===== src/rtl/mc_lsu.sv =====
// mc_lsu: load/store unit for the multi-cycle LoongArch core.
// The CPU offers one command and waits for one response. The LSU talks to
// data memory over an SRAM-like req/addr_ok/data_ok handshake, so memory
// latency can vary. It steers store lanes, builds write strobes, extends
// load data and flags misaligned accesses without touching memory.
module mc_lsu #(
  parameter int DATA_W = 32,  // 32 or 64
  parameter int ADDR_W = 32,
  parameter int CNT_W  = 32
) (
  input  logic                  clk,
  input  logic                  resetn,
  // CPU command
  input  logic                  cmd_valid,
  output logic                  cmd_ready,
  input  logic [3:0]            cmd_op,
  input  logic [ADDR_W-1:0]     cmd_addr,
  input  logic [DATA_W-1:0]     cmd_wdata,
  input  logic [4:0]            cmd_rd,
  // CPU response
  output logic                  rsp_valid,
  input  logic                  rsp_ready,
  output logic [DATA_W-1:0]     rsp_rdata,
  output logic [4:0]            rsp_rd,
  output logic                  rsp_ale,
  // memory side
  output logic                  mem_req,
  output logic                  mem_wr,
  output logic [1:0]            mem_size,
  output logic [ADDR_W-1:0]     mem_addr,
  output logic [DATA_W/8-1:0]   mem_wstrb,
  output logic [DATA_W-1:0]     mem_wdata,
  input  logic                  mem_addr_ok,
  input  logic [DATA_W-1:0]     mem_rdata,
  input  logic                  mem_data_ok,
  // performance
  output logic [CNT_W-1:0]      stall_cnt
);

  localparam int STRB_W = DATA_W / 8;
  localparam int OFF_W  = $clog2(STRB_W);

  typedef enum logic [1:0] {S_IDLE, S_REQ, S_WAIT, S_RESP} state_t;

  state_t             state;
  logic               ld_uns_q;
  logic [1:0]         ld_size_q;
  logic [OFF_W-1:0]   off_q;

  logic               misalign;
  logic [STRB_W-1:0]  size_mask;
  logic [STRB_W-1:0]  steer_wstrb;
  logic [DATA_W-1:0]  steer_wdata;
  logic [DATA_W-1:0]  shifted;
  logic [DATA_W-1:0]  load_ext;

  // Handshake flags are pure state decodes, so they change only on a clock edge.
  assign cmd_ready = (state == S_IDLE);
  assign mem_req   = (state == S_REQ);
  assign rsp_valid = (state == S_RESP);

  // Decode the incoming command: alignment check, byte-lane strobes and replicated store data.
  always_comb begin
    // NOTE: every output gets a default first so no path leaves a value held, which would infer a latch.
    misalign    = 1'b0;
    size_mask   = '0;
    steer_wdata = cmd_wdata;
    case (cmd_op[1:0])
      2'd0: begin
        misalign    = 1'b0;
        size_mask   = STRB_W'(1);
        steer_wdata = {STRB_W{cmd_wdata[7:0]}};
      end
      2'd1: begin
        misalign    = cmd_addr[0];
        size_mask   = STRB_W'(3);
        steer_wdata = {(STRB_W/2){cmd_wdata[15:0]}};
      end
      2'd2: begin
        misalign    = |cmd_addr[1:0];
        size_mask   = STRB_W'(15);
        steer_wdata = {(STRB_W/4){cmd_wdata[31:0]}};
      end
      default: begin
        // A doubleword cannot be carried on a 32-bit bus at all.
        misalign    = (DATA_W == 32) ? 1'b1 : (|cmd_addr[2:0]);
        size_mask   = '1;
        steer_wdata = cmd_wdata;
      end
    endcase
    steer_wstrb = size_mask << cmd_addr[OFF_W-1:0];
  end

  // Right-align the addressed lanes of the returned word and extend to full width.
  always_comb begin
    shifted  = mem_rdata >> {off_q, 3'b000};
    load_ext = shifted;
    case (ld_size_q)
      2'd0: load_ext = ld_uns_q ? DATA_W'(shifted[7:0])  : DATA_W'($signed(shifted[7:0]));
      2'd1: load_ext = ld_uns_q ? DATA_W'(shifted[15:0]) : DATA_W'($signed(shifted[15:0]));
      2'd2: load_ext = ld_uns_q ? DATA_W'(shifted[31:0]) : DATA_W'($signed(shifted[31:0]));
      default: load_ext = shifted;
    endcase
  end

  // Transaction FSM: accept in IDLE, hold the request until addr_ok, wait for
  // data_ok, hold the response until rsp_ready. Also runs the stall counter.
  always_ff @(posedge clk) begin
    // NOTE: all state here uses non-blocking assignments so every register samples pre-edge values.
    if (!resetn) begin
      state     <= S_IDLE;
      ld_uns_q  <= 1'b0;
      ld_size_q <= 2'd0;
      off_q     <= '0;
      rsp_rdata <= '0;
      rsp_rd    <= '0;
      rsp_ale   <= 1'b0;
      mem_wr    <= 1'b0;
      mem_size  <= 2'd0;
      mem_addr  <= '0;
      mem_wstrb <= '0;
      mem_wdata <= '0;
      stall_cnt <= '0;
    end else begin
      case (state)
        S_IDLE: begin
          if (cmd_valid) begin
            ld_uns_q  <= cmd_op[2];
            ld_size_q <= cmd_op[1:0];
            off_q     <= cmd_addr[OFF_W-1:0];
            mem_wr    <= cmd_op[3];
            mem_size  <= cmd_op[1:0];
            mem_addr  <= cmd_addr;
            // Loads never drive byte enables, so memory cannot mistake one for a write.
            mem_wstrb <= cmd_op[3] ? steer_wstrb : '0;
            mem_wdata <= steer_wdata;
            rsp_rd    <= cmd_rd;
            rsp_rdata <= '0;
            rsp_ale   <= misalign;
            state     <= misalign ? S_RESP : S_REQ;
          end
        end
        S_REQ: begin
          if (mem_addr_ok) state <= S_WAIT;
        end
        S_WAIT: begin
          // data_ok is only meaningful here; a stale one in any other state is dropped.
          if (mem_data_ok) begin
            rsp_rdata <= mem_wr ? '0 : load_ext;
            state     <= S_RESP;
          end
        end
        S_RESP: begin
          if (rsp_ready) state <= S_IDLE;
        end
        default: state <= S_IDLE;
      endcase

      if (((state == S_REQ) || (state == S_WAIT)) && (stall_cnt != '1))
        stall_cnt <= stall_cnt + 1'b1;
    end
  end

endmodule


===== config.mk =====
export PLATFORM = sky130hd
export DESIGN_NAME = mc_lsu
export DESIGN_NICKNAME = d
export VERILOG_FILES = /design/src/rtl/mc_lsu.sv
export SDC_FILE = /design/constraint.sdc
export NUM_CORES = 1
export LEC_CHECK = 0
export ABC_AREA = 1
export CORE_MARGIN = 2
export CORE_UTILIZATION = 45
export DETAILED_ROUTE_END_ITERATION = 10
export PLACE_DENSITY = 0.81
export SYNTH_ARGS = -nofsm -noshare
export SYNTH_HDL_FRONTEND = slang
export SYNTH_SLANG_ARGS = --single-unit

===== constraint.sdc =====
create_clock -name clk -period 3.5 [get_ports clk]
set_clock_uncertainty 0.15 [all_clocks]
set_input_delay 0.525 -clock clk [delete_from_list [all_inputs] [get_ports clk]]
set_output_delay 0.525 -clock clk [all_outputs]
set_load 0.01 [all_outputs]

Word-level counts from Yosys, hierarchy flattened
Cells that the tools add are included.
{ "classes": {"n_eq_ne": 11, "n_mux": 17, "n_addsub": 1, "shift": 2, "reduce_logical": 10} }
{ "op_table": {"columns": ["op", "count"], "rows": [
  ["$pmux W32 S2", 3],
  ["$mux W32", 5],
  ["$add A32 B1 Y32 const B", 1],
  ["$ne A32 B32 Y1 const B", 1],
  ["$shr A32 B5 Y32", 1],
  ["$mux W2", 5],
  ["$pmux W2 S4", 1],
  ["$pmux W4 S2", 1],
  ["$eq A2 B1 Y1 const B", 3],
  ["$eq A2 B2 Y1 const B", 3],
  ["$logic_not A2 Y1", 3],
  ["$mux W4", 1],
  ["$ne A2 B1 Y1 const B", 2],
  ["$ne A2 B2 Y1 const B", 2],
  ["$reduce_and A4 Y1", 1],
  ["$shl A4 B2 Y4", 1],
  ["$pmux W1 S3", 1],
  ["$reduce_and A3 Y1", 1],
  ["$reduce_and A2 Y1", 1],
  ["$reduce_bool A2 Y1", 1],
  ["$reduce_or A2 Y1", 1],
  ["$logic_and A1 B1 Y1", 1],
  ["$logic_or A1 B1 Y1", 1]
]} }
{ "totals": {"ff_bits": 146, "input_bits": 111, "out_inout_bits": 144, "word_cells": 53} }

Longest topological paths before layout
{ "logic_depth": {"word_depth": 6, "mapped_depth": 11, "ltp_nobuf": 10} }

Worst setup path after synthesis
No wires, ideal clock.
{ "synth_path": {"path_type": "register -> register", "from": "reg stall_cnt[0]", "to": "reg stall_cnt[19]", "setup_slack_ns": 1.601, "setup_ns": 0.071, "required_time_ns": 3.279, "arrival_ns": 1.678, "path_stages_with_launch": 12, "period_less_slack_ns": 1.899, "n_path_buf": 2, "cell_sequence": "dfxtp_1 ha_1 inv_1 nor2_4 nand2_4 nor2_4 nand2_4 nand2_4 buf_12 buf_12 nand2_2 a21oi_2"} }
{ "synth_between": {"elab_chain_cells": 2, "word_cells_on_any_way": 3, "classes_between": "add/sub: 1; eq/ne: 1; reduce/logical: 1"} }
{ "synth_rtl": {"columns": ["element", "line_no", "text"], "rows": [
  ["from (decl)", "37", "output logic [CNT_W-1:0] stall_cnt"],
  ["from (signal assigned)", "160", "stall_cnt <= stall_cnt + 1'b1;"],
  ["parallel branches: the longest is 2 deep, another holds $add A32 B1 Y32", null, null]
]} }
Parallel ways; which one is timed is not known.
A chain may end at the register's enable or synchronous reset.

Worst setup path after layout
{ "layout_path": {"from": "reg state[0]", "to": "out cmd_ready"} }
{ "layout_between": {"elab_chain_cells": 1} }
{ "layout_rtl": {"columns": ["element", "line_no", "text"], "rows": [
  ["from (decl)", "45", "state_t state;"],
  ["from (signal assigned)", "140", "state <= misalign ? S_RESP : S_REQ;"],
  ["$logic_not A2 Y1", "58", "assign cmd_ready = (state == S_IDLE);"],
  ["to (decl)", "15", "output logic cmd_ready,"]
]} }
Every way passes these cells.

==> results.json <==
{
  "outcome": "finished clean",
  "insertion_delay_ns": 0.41,
  "dieWidth_um": 130,
  "drt-total-wl_mm": 22.8,
  "reg2reg_to": "stall_cnt[13]",
  "die_h_um": 130,
  "die-area_um2": 16900,
  "hp-class": "reg -> reg",
  "final_area_um2": 10400,
  "cts_buffers": 17,
  "grtUsageTotal": 0.265,
  "cp-start-kind": "flop",
  "min_period_over_period": 0.686,
  "syn-num-nets": 1184,
  "drv_slew": 0,
  "vdd_drop_max_mv": 0.339,
  "route.detailed.drc": 0,
  "rr_startpoint": "stall_cnt[0]",
  "coreArea_um2": 15700,
  "cp.depth": 3,
  "setup_viol": 0,
  "place_congestion": 0.902,
  "initial_utilization": 0.455,
  "cts_setup_buffers": 0,
  "crit_chain": "inv_1 > ha_1 > clkdlybuf4s50_1",
  "antenna_found_initial": 0,
  "ys_ff_latch": 144,
  "grt_setup_unrepaired": "no",
  "vias_per_cell": 5.15,
  "hold_viol": 0,
  "clkTransAtPathRegs_ns": 0.06,
  "drive_above_1_share": 0.0824,
  "worstHoldStart": "rsp_rdata[5]",
  "area_delta_synth_final_pct": 45.7,
  "critPathKind": "reg -> out",
  "fin_setup_tns_ns": 0,
  "slew_headroom": 0.535,
  "grt_overflow": 0,
  "vias": 7862,
  "p_leak_nw": 4.00,
  "crit_path_end_kind": "primary output",
  "p_per_area_nw_per_um2": 609,
  "cts_buffer_depth": 2,
  "reg2regPathDepth": 10,
  "yosysWarnings": 0,
  "max_freq_mhz": 416,
  "dr.pass1.iters": 4,
  "period_minus_slack_ns": 2.40,
  "synth_cells": 1067,
  "port-buffer-count": 254,
  "reg2reg_slack_ns": 1.11,
  "cts.repair.resized": 0,
  "cts_htree_levels": 4,
  "synth.avg_cell_area_um2": 6.70,
  "yosysUniqueCellTypes": 39,
  "hold_path_end": "rsp_rdata[5]",
  "wl_per_cell_um": 15.0,
  "grt_first_pass_wirelength_mm": 35.3,
  "cts_num_sinks": 144,
  "yosysSeqAreaShare": 0.403,
  "max_stage_delay_ns": 0.60,
  "path_buf_inv": 2,
  "io_pins": 255,
  "dp_hpwl_mm": 16.6,
  "grt_pass1_vias": 7164,
  "synth_area_um2": 7150,
  "cts_hold_buf": 0,
  "worst_pin_slew_ns": 0.696,
  "drt_first_iter_violations": 586,
  "fp-row-count": 46,
  "dpl_cell_area_um2": 9800,
  "holdPathStages": 2,
  "antenna_cells": 0,
  "root_buffer": "clkbuf_16",
  "cts_tree": "yes",
  "ant_nets": 0,
  "grt_max_degree": 58,
  "cpMaxStageDelayCell": "clkdlybuf4s50_1",
  "drv_cap": 0,
  "crit_path_max_fanout": 4,
  "crit_family": "buffers and inverters",
  "required_ns": 2.82,
  "nNetsFinal": 1415,
  "critical_path_arrival_ns": 1.73
}
## registers in the layout (all words and copies together) (netlist names), 2 cells and up
register and flops:
mem_addr 32, mem_wdata 32, rsp_rdata 32, stall_cnt 32, rsp_rd 5, mem_wstrb 4
ld_size_q 2, state 2
## routing by layer
metal / GRT usage / routed length (µm) / part of all wire
met5: 0 / 0 / 0
met4: 0.106 / 612 / 0.027
met3: 0.0558 / 1710 / 0.075
met2: 0.446 / 11100 / 0.49
met1: 0.332 / 9440 / 0.41
## synth_stat cells (all sizes together)
cell | n | area share
o21bai | 1 | 0.0011
nand2 | 326 | 0.18
nand3 | 61 | 0.044
dfxtp | 144 | 0.40
o21ai | 78 | 0.055
nor3 | 4 | 0.0028
or3 | 1 | 0.00088
nor2 | 179 | 0.10
o221a | 1 | 0.0016
clkinv | 4 | 0.0021
nand3b | 1 | 0.0011
inv | 66 | 0.035
o221ai | 8 | 0.0098
a31oi | 2 | 0.0018
ha | 6 | 0.011
o211ai | 1 | 0.0011
a211oi | 1 | 0.0011
xnor2 | 6 | 0.0074
buf | 16 | 0.019
o22ai | 1 | 0.00088
a22oi | 7 | 0.0074
clkbuf | 41 | 0.022
or2 | 3 | 0.0026
a21oi | 95 | 0.077
nand4 | 7 | 0.0061
xor2 | 7 | 0.0086
## kinds of logic (layout without fill, tap and decap cells)
logic type / Yosys count / in the layout / share of synthesized area
AOI/OAI and AO/OA: 195 / 195 / 0.156
xor gates and xnor gates: 13 / 13 / 0.0159
adders and majority gates: 6 / 6 / 0.0105
buffers and inverters: 127 / 371 / 0.0770
DFF: 144 / 144 / 0.403
and+or+nand+nor: 582 / 582 / 0.337
## layout make-up
cell class | instances | area, µm²
Fill cell | 1410 | 5300
Multi-Input combinational cell | 796 | 3720
Sequential cell | 144 | 2880
Timing Repair Buffer | 269 | 2660
Clock buffer | 20 | 457
Tap cell | 216 | 270
Inverter | 70 | 263
Clock inverter | 12 | 158
## worst reg2reg max path: stages (launching register included)
cell,delay [ns]
dfxtp_1,0.39
ha_1,0.23
inv_1,0.10
nor2_4,0.18
nand2_4,0.10
nor2_4,0.16
nand2_4,0.10
nand2_4,0.33
inv_2,0.30
nand2_1,0.18
a21oi_2,0.06
## layout by cell type, fill, tap and decap left out, types with 20 or more instances in the layout
cell             Yosys  routed
nand2_1            307     306
clkdlybuf4s50_1      0     253
nor2_1             169     169
dfxtp_1            144     144
a21oi_1             75      75
o21ai_0             74      74
inv_1               64      64
nand3_1             59      59
a21oi_2             20      20
## report_power, final
part           internal (mW)  total [mW]  switching (mW)  leakage (nW)
clock                   1.16        1.87           0.710         0.293
sequential              1.90        2.05           0.149          1.18
combinational          0.975        2.42            1.44          2.53
total                   4.04        6.34            2.30          4.00
## per-stage QoR
stage	hold WS [ns]	worst slack [ns]	utilization	cells	total power, mW
3_3_place_gp	0.300	0.905	0.624	1495	4.45
6_report	0.308	1.10	0.663	1527	6.34
5_1_grt	0.329	0.923	0.663	1527	6.71
4_1_cts	0.312	1.06	0.663	1527	6.36
3_5_place_dp	0.303	0.852	0.624	1495	4.49
2_1_floorplan	0.336	1.60	-	1067	3.61
## worst max path at each step
stage	startpoint	endpoint	slack [ns]
after detailed placement	cmd_op[1]	mem_wdata[23]	0.85
final	state[0]	cmd_ready	1.10
after global routing	stall_cnt[0]	stall_cnt[19]	0.92
after floorplan	stall_cnt[0]	stall_cnt[19]	1.60
after global placement	cmd_op[1]	mem_wdata[22]	0.91
after CTS	state[0]	cmd_ready	1.06
Power figures use the tool's default switching activity.
